--- config.mk ---
export PLATFORM = sky130hd
export DESIGN_NAME = alu_res_skid_flat
export DESIGN_NICKNAME = d
export VERILOG_FILES = /design/src/rtl/alu_res_skid_if.sv /design/src/rtl/alu_res_skid.sv /design/src/flat_wrapper.sv
export SDC_FILE = /design/constraint.sdc
export NUM_CORES = 1
export LEC_CHECK = 0
export CAP_MARGIN = 40
export CORE_MARGIN = 2
export CORE_UTILIZATION = 46
export CTS_CLUSTER_DIAMETER = 150
export DETAILED_ROUTE_END_ITERATION = 10
export PLACE_DENSITY = 0.83
export SYNTH_ARGS = -nofsm -noshare
export SYNTH_HDL_FRONTEND = slang
export SYNTH_SLANG_ARGS = --single-unit
--- constraint.sdc ---
create_clock -name clk_i -period 1.9 [get_ports clk_i]
set_input_delay 0.285 -clock clk_i [delete_from_list [all_inputs] [get_ports clk_i]]
set_output_delay 0.285 -clock clk_i [all_outputs]
set_load 0.01 [all_outputs]
--- src/rtl/alu_res_skid_if.sv ---
// Handshake bundle between the ALU, the result skid buffer and the
// memory/write-back stage. The skid buffer takes the slave modport; the
// producer/consumer side (or a testbench) takes the master modport.
// Optional macro: ALU_RES_PARITY_EN adds the par_o signal.
interface alu_res_skid_if #(
    parameter int DW = 32,
    parameter int RW = 5
);
    // Upstream (ALU) side
    logic          flush_i;
    logic          valid_i;
    logic          ready_o;
    logic [DW-1:0] res_i;
    logic          zf_i;
    logic [RW-1:0] rd_i;
    logic          regwrite_i;
    logic          branch_i;

    // Downstream (memory/write-back) side
    logic          valid_o;
    logic          ready_i;
    logic [DW-1:0] res_o;
    logic          zf_o;
    logic [RW-1:0] rd_o;
    logic          regwrite_o;
    logic          branch_taken_o;
`ifdef ALU_RES_PARITY_EN
    logic          par_o;
`endif

`ifdef ALU_RES_PARITY_EN
    modport slave (
        input  flush_i, valid_i, res_i, zf_i, rd_i, regwrite_i, branch_i, ready_i,
        output ready_o, valid_o, res_o, zf_o, rd_o, regwrite_o, branch_taken_o, par_o
    );
    modport master (
        output flush_i, valid_i, res_i, zf_i, rd_i, regwrite_i, branch_i, ready_i,
        input  ready_o, valid_o, res_o, zf_o, rd_o, regwrite_o, branch_taken_o, par_o
    );
`else
    modport slave (
        input  flush_i, valid_i, res_i, zf_i, rd_i, regwrite_i, branch_i, ready_i,
        output ready_o, valid_o, res_o, zf_o, rd_o, regwrite_o, branch_taken_o
    );
    modport master (
        output flush_i, valid_i, res_i, zf_i, rd_i, regwrite_i, branch_i, ready_i,
        input  ready_o, valid_o, res_o, zf_o, rd_o, regwrite_o, branch_taken_o
    );
`endif
endinterface

--- src/rtl/alu_res_skid.sv ---
// ALU result register with a 2-entry skid buffer. Captures the ALU result,
// zero flag and write-back metadata, presents them downstream through a
// valid/ready handshake with a registered ready_o, and resolves the
// branch-taken condition on the output side.
// Optional macro: ALU_RES_PARITY_EN stores an even-parity bit per entry and
// drives it on par_o.
module alu_res_skid #(
    parameter int DW = 32,
    parameter int RW = 5
) (
    input  logic          clk_i,
    input  logic          rst_ni,
    alu_res_skid_if.slave bus
);

    typedef struct packed {
        logic [DW-1:0] res;
        logic          zf;
        logic [RW-1:0] rd;
        logic          regwrite;
        logic          branch;
`ifdef ALU_RES_PARITY_EN
        logic          par;
`endif
    } entry_t;

    typedef enum logic [1:0] {
        EMPTY = 2'd0,
        ONE   = 2'd1,
        FULL  = 2'd2
    } state_t;

    state_t state_reg;
    entry_t out_reg;
    entry_t skid_reg;
    logic   valid_reg;
    logic   ready_reg;
    entry_t in_entry;
    logic   in_fire;
    logic   out_fire;

    // Pack the incoming ALU result into an entry; parity is taken at capture.
    always_comb begin
        in_entry          = '0;
        in_entry.res      = bus.res_i;
        in_entry.zf       = bus.zf_i;
        in_entry.rd       = bus.rd_i;
        in_entry.regwrite = bus.regwrite_i;
        in_entry.branch   = bus.branch_i;
`ifdef ALU_RES_PARITY_EN
        in_entry.par      = ^bus.res_i;
`endif
    end

    // Handshakes use only registered valid/ready, so no combinational path
    // runs from ready_i back to ready_o.
    assign in_fire  = bus.valid_i & ready_reg;
    assign out_fire = valid_reg & bus.ready_i;

    // Buffer FSM: state, slot contents and the registered valid/ready flags
    // move together; flush wins over every transfer.
    always_ff @(posedge clk_i or negedge rst_ni) begin
        if (!rst_ni) begin
            state_reg <= EMPTY;
            out_reg   <= '0;
            skid_reg  <= '0;
            valid_reg <= 1'b0;
            ready_reg <= 1'b1;
        end else if (bus.flush_i) begin
            state_reg <= EMPTY;
            valid_reg <= 1'b0;
            ready_reg <= 1'b1;
        end else begin
            case (state_reg)
                EMPTY: begin
                    if (in_fire) begin
                        out_reg   <= in_entry;
                        state_reg <= ONE;
                        valid_reg <= 1'b1;
                        ready_reg <= 1'b1;
                    end
                end
                ONE: begin
                    if (in_fire && out_fire) begin
                        out_reg <= in_entry;
                    end else if (in_fire) begin
                        skid_reg  <= in_entry;
                        state_reg <= FULL;
                        valid_reg <= 1'b1;
                        ready_reg <= 1'b0;
                    end else if (out_fire) begin
                        state_reg <= EMPTY;
                        valid_reg <= 1'b0;
                        ready_reg <= 1'b1;
                    end
                end
                FULL: begin
                    // ready_o is low here, so nothing can arrive this cycle.
                    if (out_fire) begin
                        out_reg   <= skid_reg;
                        state_reg <= ONE;
                        valid_reg <= 1'b1;
                        ready_reg <= 1'b1;
                    end
                end
                default: begin
                    state_reg <= EMPTY;
                    valid_reg <= 1'b0;
                    ready_reg <= 1'b1;
                end
            endcase
        end
    end

    // Output side: the OUT slot drives the bus; write enable and branch
    // redirect are masked by valid so a stale payload has no effect.
    assign bus.ready_o        = ready_reg;
    assign bus.valid_o        = valid_reg;
    assign bus.res_o          = out_reg.res;
    assign bus.zf_o           = out_reg.zf;
    assign bus.rd_o           = out_reg.rd;
    assign bus.regwrite_o     = valid_reg & out_reg.regwrite;
    assign bus.branch_taken_o = valid_reg & out_reg.branch & out_reg.zf;
`ifdef ALU_RES_PARITY_EN
    assign bus.par_o          = out_reg.par;
`endif

endmodule

--- src/flat_wrapper.sv ---
// flat-port wrapper written by rule: the top's interface ports become plain ports
module alu_res_skid_flat 
#(
    parameter int DW = 32,
    parameter int RW = 5
)
  (clk_i, rst_ni, bus_flush_i, bus_valid_i, bus_res_i, bus_zf_i, bus_rd_i, bus_regwrite_i, bus_branch_i, bus_ready_i, bus_ready_o, bus_valid_o, bus_res_o, bus_zf_o, bus_rd_o, bus_regwrite_o, bus_branch_taken_o);
  alu_res_skid_if #(.DW(DW), .RW(RW)) bus_i ();
  input  logic clk_i;
  input  logic rst_ni;
  input wire logic [$bits(bus_i.flush_i)-1:0] bus_flush_i;
  input wire logic [$bits(bus_i.valid_i)-1:0] bus_valid_i;
  input wire logic [$bits(bus_i.res_i)-1:0] bus_res_i;
  input wire logic [$bits(bus_i.zf_i)-1:0] bus_zf_i;
  input wire logic [$bits(bus_i.rd_i)-1:0] bus_rd_i;
  input wire logic [$bits(bus_i.regwrite_i)-1:0] bus_regwrite_i;
  input wire logic [$bits(bus_i.branch_i)-1:0] bus_branch_i;
  input wire logic [$bits(bus_i.ready_i)-1:0] bus_ready_i;
  output wire logic [$bits(bus_i.ready_o)-1:0] bus_ready_o;
  output wire logic [$bits(bus_i.valid_o)-1:0] bus_valid_o;
  output wire logic [$bits(bus_i.res_o)-1:0] bus_res_o;
  output wire logic [$bits(bus_i.zf_o)-1:0] bus_zf_o;
  output wire logic [$bits(bus_i.rd_o)-1:0] bus_rd_o;
  output wire logic [$bits(bus_i.regwrite_o)-1:0] bus_regwrite_o;
  output wire logic [$bits(bus_i.branch_taken_o)-1:0] bus_branch_taken_o;
  assign bus_i.flush_i = bus_flush_i;
  assign bus_i.valid_i = bus_valid_i;
  assign bus_i.res_i = bus_res_i;
  assign bus_i.zf_i = bus_zf_i;
  assign bus_i.rd_i = bus_rd_i;
  assign bus_i.regwrite_i = bus_regwrite_i;
  assign bus_i.branch_i = bus_branch_i;
  assign bus_i.ready_i = bus_ready_i;
  assign bus_ready_o = bus_i.ready_o;
  assign bus_valid_o = bus_i.valid_o;
  assign bus_res_o = bus_i.res_o;
  assign bus_zf_o = bus_i.zf_o;
  assign bus_rd_o = bus_i.rd_o;
  assign bus_regwrite_o = bus_i.regwrite_o;
  assign bus_branch_taken_o = bus_i.branch_taken_o;
  alu_res_skid #(.DW(DW), .RW(RW)) u_core (.clk_i(clk_i), .rst_ni(rst_ni), .bus(bus_i));
endmodule
==> results.json <==
{
  "path_class": "flop to flop",
  "wl_per_cell_um": 16.50,
  "status": "finished clean",
  "multi_input_area_mm2": 0.001584,
  "synth-seq-cells": 84,
  "tritoncts": "built",
  "io_buffer_count": 86,
  "finClkSkew_ns": 0.01046,
  "setup_tns_ns": 0,
  "nets": 452,
  "ff_latch_area_mm2": 0.002106,
  "overflow": 0,
  "power_per_cell_area_mw_per_mm2": 1576,
  "place_inst": 487,
  "grt_pass1_vias": 2762,
  "synth.yosys.seq_area_share_pct": 53.15,
  "fin_total_pwr_uw": 8308,
  "firstDrtPassIters": 4,
  "path_buf_inv": 4,
  "ir_drop_mv": 0.7520,
  "initialDrtViolationCount": 136,
  "synth_compound_area_share_pct": 8.220,
  "std_cell_rows": 33,
  "yosys_warnings": 0,
  "grt_max_degree": 48,
  "routabilityCongestion": 0.8780,
  "synth-adder-area-share_pct": 1.581,
  "maxCapViolations": 0,
  "cp-start-kind": "flop",
  "finalHoldViolations": 0,
  "numCtsBuffers": 9,
  "p_leak_uw": 0.002102,
  "synth_top_family_by_area": "multiplexers",
  "vias": 2693,
  "crit_cells": 8,
  "drtAntennaViolNets": 0,
  "synthMuxAreaShare_pct": 21.50,
  "core_mm2": 0.008258,
  "ys_types": 31,
  "slowest_delay_ns": 0.40,
  "root_buffer": "clkbuf_8",
  "path_clk_slew_ns": 0.08,
  "die_x_um": 96.76,
  "start_util_pct": 47.92,
  "synth.cell_area_mm2": 0.003958,
  "setup-violations-final": 0,
  "maxSlewViolCount": 0,
  "drc": 0,
  "synthSimpleGateAreaFrac_pct": 5.944,
  "dpl.hpwl_um": 5151,
  "reg2reg_depth": 8,
  "drive_above_1_share_pct": 27.27,
  "area_growth_pct": 33.16,
  "largest_reg_flops": 40,
  "max_freq_mhz": 532.5,
  "drt_wl_total_um": 8450,
  "antennaDiodeCount": 0,
  "synthCells": 336,
  "arrival_ns": 2.12,
  "worst_slew_pin_slew_ns": 0.6238,
  "fin_crit_sh_pct": 98.84,
  "syn_nets": 386,
  "cp_cell_sequence": "buf_4, ha_2, a21boi_4, a2111oi_4, buf_6, buf_12, clkbuf_16, a21oi_2",
  "post-route-min-period_ns": 1.878,
  "final_cell_mix": "85 x clkdlybuf4s50_1, 81 x dfrtp_1, 40 x mux2i_1, 40 x mux2_2",
  "synth_xor_xnor_area_share_pct": 0,
  "worstPathMaxFanout": 6,
  "crit_path_top_delay_cell": "dfrtp_1",
  "syn_area_per_cell_um2": 11.78,
  "worstPathRequired_ns": 2.14,
  "final_cells": 512,
  "ios": 87,
  "final_common_cell": "clkdlybuf4s50_1",
  "avgViaCountPerCell": 5.260,
  "grt_pass1_wl_um": 13370,
  "track_usage_pct": 17.56,
  "die_y_um": 96.76,
  "die-area_mm2": 0.009362,
  "htreeDepth": 3,
  "relSlewSlack_pct": 58.04,
  "grt_setup_unrepaired": "yes",
  "crit_family": "buffers and inverters",
  "end_kind": "flop",
  "cts_sinks": 84,
  "final_util_pct": 63.82,
  "dpl_cell_area_mm2": 0.004767,
  "clock_latency_ns": 0.35,
  "finish.instance_area_mm2": 0.005270,
  "n_fill_cell": 668,
  "antenna_found_initial": 0,
  "hold_class": "input port to asynchronous set/reset pin",
  "cts_buffer_depth": 2
}
==> synth_stat cells <==
cell / n / area, µm²
a2111o_1: 1 / 11.26
a2111oi_4: 1 / 27.53
a21boi_0: 3 / 22.52
a21oi_1: 43 / 215.2
a22o_1: 1 / 8.760
a22oi_1: 1 / 7.510
a31oi_1: 1 / 6.260
and2_1: 1 / 6.260
and3_1: 1 / 6.260
buf_2: 4 / 20.02
buf_4: 39 / 292.8
buf_6: 2 / 22.52
clkbuf_1: 10 / 37.54
dfrtp_1: 83 / 2077
dfstp_2: 1 / 26.28
ha_1: 5 / 62.56
inv_1: 2 / 7.510
mux2_2: 40 / 450.4
mux2i_1: 40 / 400.4
nand2_1: 1 / 3.750
nand3_1: 1 / 5.000
nand4_1: 1 / 6.260
nor2_1: 44 / 165.2
nor3b_1: 1 / 7.510
o21ai_0: 2 / 10.01
o2bb2ai_1: 1 / 8.760
o31ai_1: 1 / 7.510
or2_2: 2 / 12.51
or3_1: 1 / 6.260
or3b_2: 1 / 8.760
or4_1: 1 / 7.510
==> power breakdown <==
group | switching [µW] | leakage [µW] | internal (µW) | total, µW
combinational | 1500 | 0.00102 | 2100 | 3600
clock | 631 | 0.000111 | 876 | 1510
sequential | 529 | 0.000969 | 2670 | 3200
==> layout make-up <==
cell class / count / share of cell area, %
clock buffers: 12 / 2.564
inverters: 2 / 0.1425
flip-flops and latches: 84 / 39.96
multi-input cells: 195 / 30.06
clock inverters: 4 / 1.852
well taps: 105 / 2.493
repair buffers: 110 / 22.93
==> through the flow <==
stage                     hold WS, ns  setup WS [ns]
final                          0.3612        0.02197
after detailed placement       0.1992        -0.2474
after floorplan              -0.01059       0.003930
after global placement         0.1998        -0.1721
after CTS                      0.3658       0.006972
after global routing           0.3810       -0.06911
==> cells by family after synthesis <==
kind of cell | after synthesis
AOI/OAI and AO/OA | 55
adders and majority gates | 5
buffers and inverters | 57
DFF | 84
muxes | 80
and+or+nand+nor | 55
==> worst reg2reg max path, delay by kind of cell, from the launching register on <==
family	cells	cell delay [ns]
flops	1	0.40
buf+inv	4	0.63
compound gates	3	0.55
fa+ha+maj	1	0.19
==> routing by layer <==
layer / wire length [µm] / vias up / global-route usage, %
li1: - / 1264 / -
met1: 3696 / 1344 / 22.60
met2: 4161 / 77 / 29.01
met3: 487 / 8 / 4.624
met4: 104 / 0 / 5.742
met5: 0 / - / 0
==> what timing repair did <==
| action | 4_1_cts | 5_1_grt |
|---|---|---|
| resized for setup | 10 | 29 |
| setup endpoints to repair | 78 | 66 |
| setup buffers | 1 | 3 |
| hold endpoints to repair | 20 | 0 |
| hold buffers | 1 | 0 |
| pin swaps | 0 | 1 |
| cloned | 1 | 3 |
==> path summary, 6_finish.rpt <==
kind	slack [ns]	start	endpoint
max in group asynchronous	0.98	rst_ni	u_core.state_reg[0]
min reg2reg	0.51	u_core.skid_reg[22]	u_core.skid_reg[22]
max reg2reg	0.02	u_core.state_reg[1]	u_core.out_reg[1]
max	0.02	u_core.state_reg[1]	u_core.out_reg[1]
min	0.36	rst_ni	u_core.bus.res_o[10]
min in group clk_i	0.51	u_core.skid_reg[22]	u_core.skid_reg[22]
Power figures use the tool's default switching activity.
